`src/rtl/p16_deuwuifier.sv`:
```
// p16_deuwuifier: UART-to-UART filter that collapses owo/OWO/uwu/UWU back to
// their single vowel and passes every other byte through unchanged.
// Build option: define DEUWU_TIMEOUT_EN to flush a held partial match after
// TIMEOUT_CYC idle cycles; without it a partial match waits for the next byte.
// Handshake: a byte moves on a valid/ready pair only in a cycle where both are
// high; valid, once raised, holds its data stable until that cycle.

module p16_uart_rx #(
  parameter int CPB = 26
) (
  input  logic       clk,
  input  logic       rst,
  input  logic       rx,
  output logic [7:0] data,
  output logic       valid
);
  logic        s1_q, s2_q, busy_q, busy_d, valid_q, valid_d;
  logic [15:0] cnt_q, cnt_d;
  logic [3:0]  bit_q, bit_d;
  logic [7:0]  sh_q, sh_d;

  // Two-flop synchroniser plus frame registers.
  always_ff @(posedge clk) begin
    if (rst) begin
      s1_q <= 1'b1; s2_q <= 1'b1; busy_q <= 1'b0; valid_q <= 1'b0;
      cnt_q <= '0; bit_q <= '0; sh_q <= '0;
    end else begin
      s1_q <= rx; s2_q <= s1_q; busy_q <= busy_d; valid_q <= valid_d;
      cnt_q <= cnt_d; bit_q <= bit_d; sh_q <= sh_d;
    end
  end

  // Sample each bit mid-cell; slot 0 re-checks the start bit, slot 9 is stop.
  always_comb begin
    busy_d = busy_q; cnt_d = cnt_q; bit_d = bit_q; sh_d = sh_q; valid_d = 1'b0;
    if (!busy_q) begin
      if (!s2_q) begin
        busy_d = 1'b1; cnt_d = 16'(CPB / 2 - 1); bit_d = 4'd0;
      end
    end else if (cnt_q != 16'd0) begin
      cnt_d = cnt_q - 16'd1;
    end else begin
      cnt_d = 16'(CPB - 1);
      bit_d = bit_q + 4'd1;
      if (bit_q == 4'd0) begin
        if (s2_q) busy_d = 1'b0;
      end else if (bit_q <= 4'd8) begin
        sh_d = {s2_q, sh_q[7:1]};
      end else begin
        busy_d  = 1'b0;
        valid_d = s2_q;
      end
    end
  end

  assign data  = sh_q;
  assign valid = valid_q;
endmodule

module p16_uart_tx #(
  parameter int CPB = 26
) (
  input  logic       clk,
  input  logic       rst,
  input  logic [7:0] data,
  input  logic       valid,
  output logic       ready,
  output logic       tx
);
  logic        busy_q, busy_d;
  logic [15:0] cnt_q, cnt_d;
  logic [3:0]  bit_q, bit_d;
  logic [9:0]  sh_q, sh_d;

  // Frame registers.
  always_ff @(posedge clk) begin
    if (rst) begin
      busy_q <= 1'b0; cnt_q <= '0; bit_q <= '0; sh_q <= '1;
    end else begin
      busy_q <= busy_d; cnt_q <= cnt_d; bit_q <= bit_d; sh_q <= sh_d;
    end
  end

  // Load {stop, data, start} on accept, then shift one bit per cell.
  always_comb begin
    busy_d = busy_q; cnt_d = cnt_q; bit_d = bit_q; sh_d = sh_q;
    if (!busy_q) begin
      if (valid) begin
        busy_d = 1'b1; sh_d = {1'b1, data, 1'b0};
        cnt_d = 16'(CPB - 1); bit_d = 4'd0;
      end
    end else if (cnt_q != 16'd0) begin
      cnt_d = cnt_q - 16'd1;
    end else begin
      cnt_d = 16'(CPB - 1);
      if (bit_q == 4'd9) begin
        busy_d = 1'b0;
      end else begin
        sh_d  = {1'b1, sh_q[9:1]};
        bit_d = bit_q + 4'd1;
      end
    end
  end

  assign ready = !busy_q;
  assign tx    = busy_q ? sh_q[0] : 1'b1;
endmodule

module p16_uart_fifo #(
  parameter int WIDTH       = 8,
  parameter int DEPTH       = 8,
  parameter int ALMOST_FULL = 4
) (
  input  logic             clk,
  input  logic             rst,
  input  logic             wr_en,
  input  logic [WIDTH-1:0] wr_data,
  input  logic             rd_en,
  output logic [WIDTH-1:0] rd_data,
  output logic             full,
  output logic             empty,
  output logic             almost_full
);
  localparam int AW = $clog2(DEPTH);
  logic [WIDTH-1:0] mem_q [DEPTH];
  logic [AW-1:0]    wr_ptr_q, wr_ptr_d, rd_ptr_q, rd_ptr_d;
  logic [AW:0]      count_q, count_d;
  logic             do_wr, do_rd;

  // Pointer and occupancy update; writes when full are dropped.
  always_comb begin
    do_wr    = wr_en && !full;
    do_rd    = rd_en && !empty;
    wr_ptr_d = wr_ptr_q + AW'(do_wr);
    rd_ptr_d = rd_ptr_q + AW'(do_rd);
    count_d  = count_q + (AW+1)'(do_wr) - (AW+1)'(do_rd);
  end

  // Control registers.
  always_ff @(posedge clk) begin
    if (rst) begin
      wr_ptr_q <= '0; rd_ptr_q <= '0; count_q <= '0;
    end else begin
      wr_ptr_q <= wr_ptr_d; rd_ptr_q <= rd_ptr_d; count_q <= count_d;
    end
  end

  // Storage array, no reset needed.
  always_ff @(posedge clk) begin
    if (do_wr) mem_q[wr_ptr_q] <= wr_data;
  end

  assign rd_data     = mem_q[rd_ptr_q];
  assign full        = (count_q == (AW+1)'(DEPTH));
  assign empty       = (count_q == '0);
  assign almost_full = (count_q >= (AW+1)'(ALMOST_FULL));
endmodule

module p16_deuwuifier #(
  parameter int CLK_FREQ    = 250000,
  parameter int BAUD        = 9600,
  parameter int TIMEOUT_CYC = 12 * CLK_FREQ / BAUD
) (
  input  logic        clk,
  input  logic        rst,
  input  logic        rx,
  output logic        tx,
  output logic [23:0] dbg
);
  localparam int CPB = CLK_FREQ / BAUD;

  typedef enum logic [3:0] {
    READY = 4'd0, WAIT_SPACE = 4'd1, M1 = 4'd2, M2 = 4'd3, FLUSH_W = 4'd4, REPLAY = 4'd5
  } state_t;

  state_t     state_q, state_d;
  logic [7:0] c1_q, c1_d, pend_q, pend_d, last_q, last_d, utx_data_q, utx_data_d;
  logic       replay_vld_q, replay_vld_d, utx_valid_q, utx_valid_d;
  logic [7:0] urx_data, wr_data, rd_data, wch, cap_src;
  logic       urx_valid, wr_en, rd_en, full, empty, almost_full, utx_ready;
  logic       cap_go, tmo_hit;

  function automatic logic is_cap(input logic [7:0] c);
    return (c == "o") || (c == "O") || (c == "u") || (c == "U");
  endfunction

  function automatic logic is_letter(input logic [7:0] c);
    return ((c >= "a") && (c <= "z")) || ((c >= "A") && (c <= "Z"));
  endfunction

  p16_uart_rx #(.CPB(CPB)) u_rx (.clk(clk), .rst(rst), .rx(rx), .data(urx_data), .valid(urx_valid));

  p16_uart_fifo #(.WIDTH(8), .DEPTH(8), .ALMOST_FULL(4)) u_fifo (
    .clk(clk), .rst(rst), .wr_en(wr_en && !full), .wr_data(wr_data), .rd_en(rd_en),
    .rd_data(rd_data), .full(full), .empty(empty), .almost_full(almost_full));

  p16_uart_tx #(.CPB(CPB)) u_tx (
    .clk(clk), .rst(rst), .data(utx_data_q), .valid(utx_valid_q), .ready(utx_ready), .tx(tx));

  assign wch = ((c1_q >= "a") && (c1_q <= "z")) ? "w" : "W";

`ifdef DEUWU_TIMEOUT_EN
  logic [31:0] tmo_q, tmo_d;

  // Idle counter: runs only while a match is held, restarts on every byte.
  always_comb begin
    tmo_d   = 32'd0;
    tmo_hit = 1'b0;
    if (!urx_valid && ((state_q == M1) || (state_q == M2))) begin
      tmo_d   = tmo_q + 32'd1;
      tmo_hit = (tmo_q == 32'(TIMEOUT_CYC - 1));
    end
  end

  // Idle counter register.
  always_ff @(posedge clk) begin
    if (rst) tmo_q <= 32'd0;
    else     tmo_q <= tmo_d;
  end
`else
  logic unused_tmo;
  assign tmo_hit    = 1'b0;
  assign unused_tmo = (TIMEOUT_CYC == 0);
`endif

  // Match FSM; READY and REPLAY share the capture-or-pass decision below.
  always_comb begin
    state_d = state_q; c1_d = c1_q; pend_d = pend_q; replay_vld_d = replay_vld_q;
    wr_en = 1'b0; wr_data = urx_data; cap_go = 1'b0; cap_src = urx_data;
    last_d = urx_valid ? urx_data : last_q;
    unique case (state_q)
      READY: cap_go = urx_valid;
      M1: begin
        if (urx_valid) begin
          if (urx_data == wch) begin
            state_d = M2;
          end else begin
            wr_en = 1'b1; wr_data = c1_q; pend_d = urx_data; replay_vld_d = 1'b1; state_d = REPLAY;
          end
        end else if (tmo_hit) begin
          wr_en = 1'b1; wr_data = c1_q; state_d = READY;
        end
      end
      M2: begin
        if (urx_valid) begin
          wr_en = 1'b1; wr_data = c1_q;
          if (urx_data == c1_q) begin
            state_d = WAIT_SPACE;
          end else begin
            pend_d = urx_data; replay_vld_d = 1'b1; state_d = FLUSH_W;
          end
        end else if (tmo_hit) begin
          wr_en = 1'b1; wr_data = c1_q; replay_vld_d = 1'b0; state_d = FLUSH_W;
        end
      end
      FLUSH_W: begin
        wr_en = 1'b1; wr_data = wch;
        state_d = replay_vld_q ? REPLAY : READY;
      end
      REPLAY: begin
        cap_go = 1'b1; cap_src = pend_q; replay_vld_d = 1'b0;
      end
      WAIT_SPACE: begin
        if (urx_valid) begin
          wr_en = 1'b1;
          if (!is_letter(urx_data)) state_d = READY;
        end
      end
      default: state_d = READY;
    endcase
    if (cap_go) begin
      if (is_cap(cap_src) && !almost_full) begin
        c1_d = cap_src; state_d = M1;
      end else begin
        wr_en = 1'b1; wr_data = cap_src; state_d = READY;
      end
    end
  end

  // FIFO drain into the transmitter through a one-entry output register.
  always_comb begin
    rd_en       = utx_ready && !empty && !utx_valid_q;
    utx_valid_d = utx_valid_q;
    utx_data_d  = utx_data_q;
    if (utx_valid_q && utx_ready) utx_valid_d = 1'b0;
    if (rd_en) begin
      utx_valid_d = 1'b1; utx_data_d = rd_data;
    end
  end

  // State registers.
  always_ff @(posedge clk) begin
    if (rst) begin
      state_q <= READY; c1_q <= 8'd0; pend_q <= 8'd0; last_q <= 8'd0;
      replay_vld_q <= 1'b0; utx_valid_q <= 1'b0; utx_data_q <= 8'd0;
    end else begin
      state_q <= state_d; c1_q <= c1_d; pend_q <= pend_d; last_q <= last_d;
      replay_vld_q <= replay_vld_d; utx_valid_q <= utx_valid_d; utx_data_q <= utx_data_d;
    end
  end

  assign dbg = {c1_q, last_q, 4'b0000, state_q};
endmodule

```
`config.mk`:
```
export PLATFORM = sky130hd
export DESIGN_NAME = p16_deuwuifier
export DESIGN_NICKNAME = d
export VERILOG_FILES = /design/src/rtl/p16_deuwuifier.sv
export SDC_FILE = /design/constraint.sdc
export NUM_CORES = 1
export LEC_CHECK = 0
export CAP_MARGIN = 10
export CORE_MARGIN = 2
export CORE_UTILIZATION = 55
export CTS_CLUSTER_SIZE = 24
export DETAILED_ROUTE_END_ITERATION = 8
export GPL_TIMING_DRIVEN = 0
export PLACE_DENSITY = 0.82
export REMOVE_ABC_BUFFERS = 1
export SLEW_MARGIN = 15
export SYNTH_ARGS = -nofsm -noshare
export SYNTH_HDL_FRONTEND = slang
export SYNTH_SLANG_ARGS = --single-unit
```
`constraint.sdc`:
```
create_clock -name clk -period 2.7 [get_ports clk]
set_input_delay 0.54 -clock clk [delete_from_list [all_inputs] [get_ports clk]]
set_output_delay 0.54 -clock clk [all_outputs]
set_load 0.02 [all_outputs]
```
==> impl_metrics.toml <==
[status]
outcome = "finished with violations"
violations_in_the_final_reports = "setup timing"

[critical_path]
cp-end-kind = "flip-flop"
critical_path.max_fanout = 2
crit_type = "flip-flop to flip-flop"
cp_data_arrival_time_ps = 3150
path_cells = "or3b_1 > a2111o_1 > a222oi_1 > buf_4 > nor2_2 > a21oi_2 > nor2_2 > ha_2 > fa_2 > xnor2_2 > nor2_1"
critical_path.reg2reg.startpoint = "pend_q[4]"
worst_path_most_repeated_cell = "sky130_fd_sc_hd__nor2_2"
timing.reg2reg.setup_slack_ps = -150
maximum_single_stage_delay_on_the_critical_path_ps = 390
worst-r2r-cell-count = 11
critical_path_start_type = "flip-flop"
cpMaxStageDelayCell = "sky130_fd_sc_hd__a2111o_1"
rr_endpoint = "u_fifo.count_q[2]"
critPathRequiredTime_ps = 3010

[die]
floorplan.rows = 44
ioPinCount = 28
dieWidth_um = 125
core_area_sq_um = 14500
initial_core_util_pct = 56.0
area_of_the_die_sq_um = 15700
fp.dieH_um = 125

[clocking]
ctsRootBufferMaster = "sky130_fd_sc_hd__clkbuf_16"
clockBufferDepth = 2
tritoncts = "built"
htree_num_levels = 4
tritoncts.num_buffers = 17
number_of_sinks_on_the_clock_net = 173
cts_hold_buf = 0
worst_setup_hold_path_clk_slew_ps = 60
clkLatencyLatePin_ps = 430

[drt]
totalWireLength_mm = 18.8
drtAntennaViolNets = 0
dr.pass1.iters = 5
drc = 0
detail_route.wl_per_cell_um = 18.8
vias_per_cell = 6.22
via_count = 6238
initialDrtViolationCount = 624

[placement]
place_congestion = 0.927
placement.setup.worst_slack_ps = -549
dpl-instance-area_sq_um = 8360
dp_hpwl_mm = 10.7
input_output_buffers = 22

[timing]
slew_viol_final = 0
max_clock_freq_ghz = 0.351
timing.final.crit_share_pct = 105
clock-skew-final_ps = 16.1
max_slew_headroom_pct = 44.1
unrepaired_setup_endpoints_after_global_routing = "true"
final-hold-violation-count = 0
timing.final.ws_setup_ps = -146
hold-worst-slack_ps = 409
finalSetupTns_ps = -409
timing.final.setup_violations = 5
post-route-min-period_ps = 2850
worst_slew_pin_slew_ps = 837

[worst_hold_path]
hp-start = "u_rx.s1_q"
instance_count_along_the_most_critical_hold_path = 1
worst_hold_path.endpoint = "u_rx.s2_q"
min-delay-path-class = "flip-flop to flip-flop"

[global_route]
via_count_of_the_first_global_routing_pass = 5879
grt_remaining_overflow = 0
antenna_found_initial = 0
grt_first_pass_wirelength_mm = 29.8
grt_start_max_net_pins = 65
grt_usage_pct = 23.5

[finish]
final_area_sq_um = 9260
mostFrequentLayoutCell = "sky130_fd_sc_hd__nor2_1"
most-common-layout-cells = "sky130_fd_sc_hd__nor2_1 (108), sky130_fd_sc_hd__dfxtp_1 (94), sky130_fd_sc_hd__edfxtp_1 (64)"
layout-drive-gt1-share_pct = 15.8
n_antenna_cell = 0
fillerInstances = 1070
syn_to_final_growth_pct = 14.3
utilization_pct = 64.0
num-nets-final = 828

[power_and_ir_drop]
power.share.combinational_pct = 29.6
total_switching_power_uw = 2680
internal_power_uw = 5130
static_leakage_uw = 0.00321
p_per_cell_area_nw_per_um2 = 843
sw_frac_of_total_pct = 34.3
seqPwrFrac_pct = 42.1
power.clock.fraction_pct = 28.3
worst_supply_voltage_drop_on_vdd_mv = 0.525

[synthesis]
synthesis.instances = 802
netlist-cell-type-count = 67
async_flop_share_pct = 0
post_synth_instance_area_sq_um = 8100
synth_edf_count = 64
synth_warn = 0
synthFlopType = "sky130_fd_sc_hd__dfxtp_1"
synth.ff_latch_count = 173
postSynthAreaPerCell_sq_um = 10.1
synth-seq-area-share_pct = 50.7

[job]
max-cap-violations = 0
[cell families after synthesis]
group | share of synthesized area (%)
buffers and inverters | 4.00
XOR/XNOR | 1.62
multiplexers | 7.80
other | 0.0463
flip-flops | 50.7
adder cells (fa/ha/maj) | 3.15
AND/OR/NAND/NOR | 18.8
AO/OA/AOI/OAI | 13.9
[stage by stage]
stage               power (uW)  std cells
CTS                       7680        998
global route              8240       1003
floorplan                 4880        746
finish                    7810       1003
global placement          5280        952
detailed placement        5420        954
[sequential cells by signal, summed over array words and instances (netlist names), 3 cells and up]
register / count
c1_q: 8
last_q: 8
pend_q: 8
state_q: 3
u_fifo.count_q: 4
u_fifo.mem_q: 64
u_fifo.rd_ptr_q: 3
u_fifo.wr_ptr_q: 3
u_rx.bit_q: 4
u_rx.cnt_q: 16
u_rx.data: 8
u_tx.bit_q: 4
u_tx.cnt_q: 16
u_tx.sh_q: 9
utx_data_q: 8
[Yosys cell counts, drive strengths merged (6+ instances only)]
cell type	n	area, sq um
nand3	11	67.6
buf	16	87.6
nor3	26	130
edfxtp	64	1920
inv	19	71.3
a31oi	10	62.6
or2	7	43.8
nand4b	11	96.3
xnor2	6	52.6
mux2i	26	260
a21oi	56	280
xor2	9	78.8
dfxtp	109	2180
nand2b	18	113
mux4	16	360
a311oi	12	105
o31ai	6	45.0
clkbuf	44	165
nor3b	7	52.6
nand2	39	146
nor2	117	439
ha	18	225
nor4	11	90.1
o21ai	29	145
nor2b	20	125
a211oi	22	165
[worst max-delay path by stage]
stage	startpoint	endpoint	cells after the start
6_report	pend_q[4]	u_fifo.count_q[2]	11
3_3_place_gp	rst	u_tx.cnt_q[14]	3
4_1_cts	pend_q[1]	u_fifo.count_q[3]	12
3_5_place_dp	pend_q[4]	u_fifo.count_q[3]	11
5_1_grt	pend_q[4]	u_fifo.count_q[2]	11
2_1_floorplan	u_tx.busy_q	u_fifo.count_q[1]	7
[what timing repair did]
| action | 4_1_cts | 5_1_grt |
|---|---|---|
| endpoints found under the setup margin | 105 | 87 |
| endpoints found under the hold margin | 0 | 0 |
| gates resized for setup | 42 | 24 |
| pin swaps | 8 | 5 |
| setup buffers | 12 | 5 |
[power groups by stage]
stage	Sequential, uW	Combinational [uW]	Clock, uW
global placement	3330	1950	0
global route	3340	2560	2350
CTS	3280	2160	2240
detailed placement	3340	2080	0
floorplan	3250	1630	0
finish	3290	2310	2210
[critical path: cells and delay by family, from the launching register on]
kind | cells | cell delay (ps)
adders and majority gates | 2 | 580
AOI/OAI and AO/OA | 3 | 860
and+or+nand+nor | 4 | 530
xor gates and xnor gates | 1 | 200
DFF | 1 | 350
buffers and inverters | 1 | 190
[final cells by class]
type                            count  area [sq um]  area share [%]
Multi-Input combinational cell    554          3920            42.3
Clock buffer                       18           429            4.63
Tap cell                          184           230            2.49
Clock inverter                     14          97.6            1.05
Timing Repair Buffer               41           380            4.11
Sequential cell                   173          4130            44.6
Inverter                           19          71.3           0.770
[per-layer routing]
metal / wire length (um) / GRT usage, % / share of wire (%)
met4: 461 / 8.95 / 2.4
met2: 9290 / 38.9 / 49
met3: 1220 / 5.26 / 6.5
met1: 7860 / 30.3 / 42
met5: 0 / 0 / 0
Power figures use the tool's default switching activity.
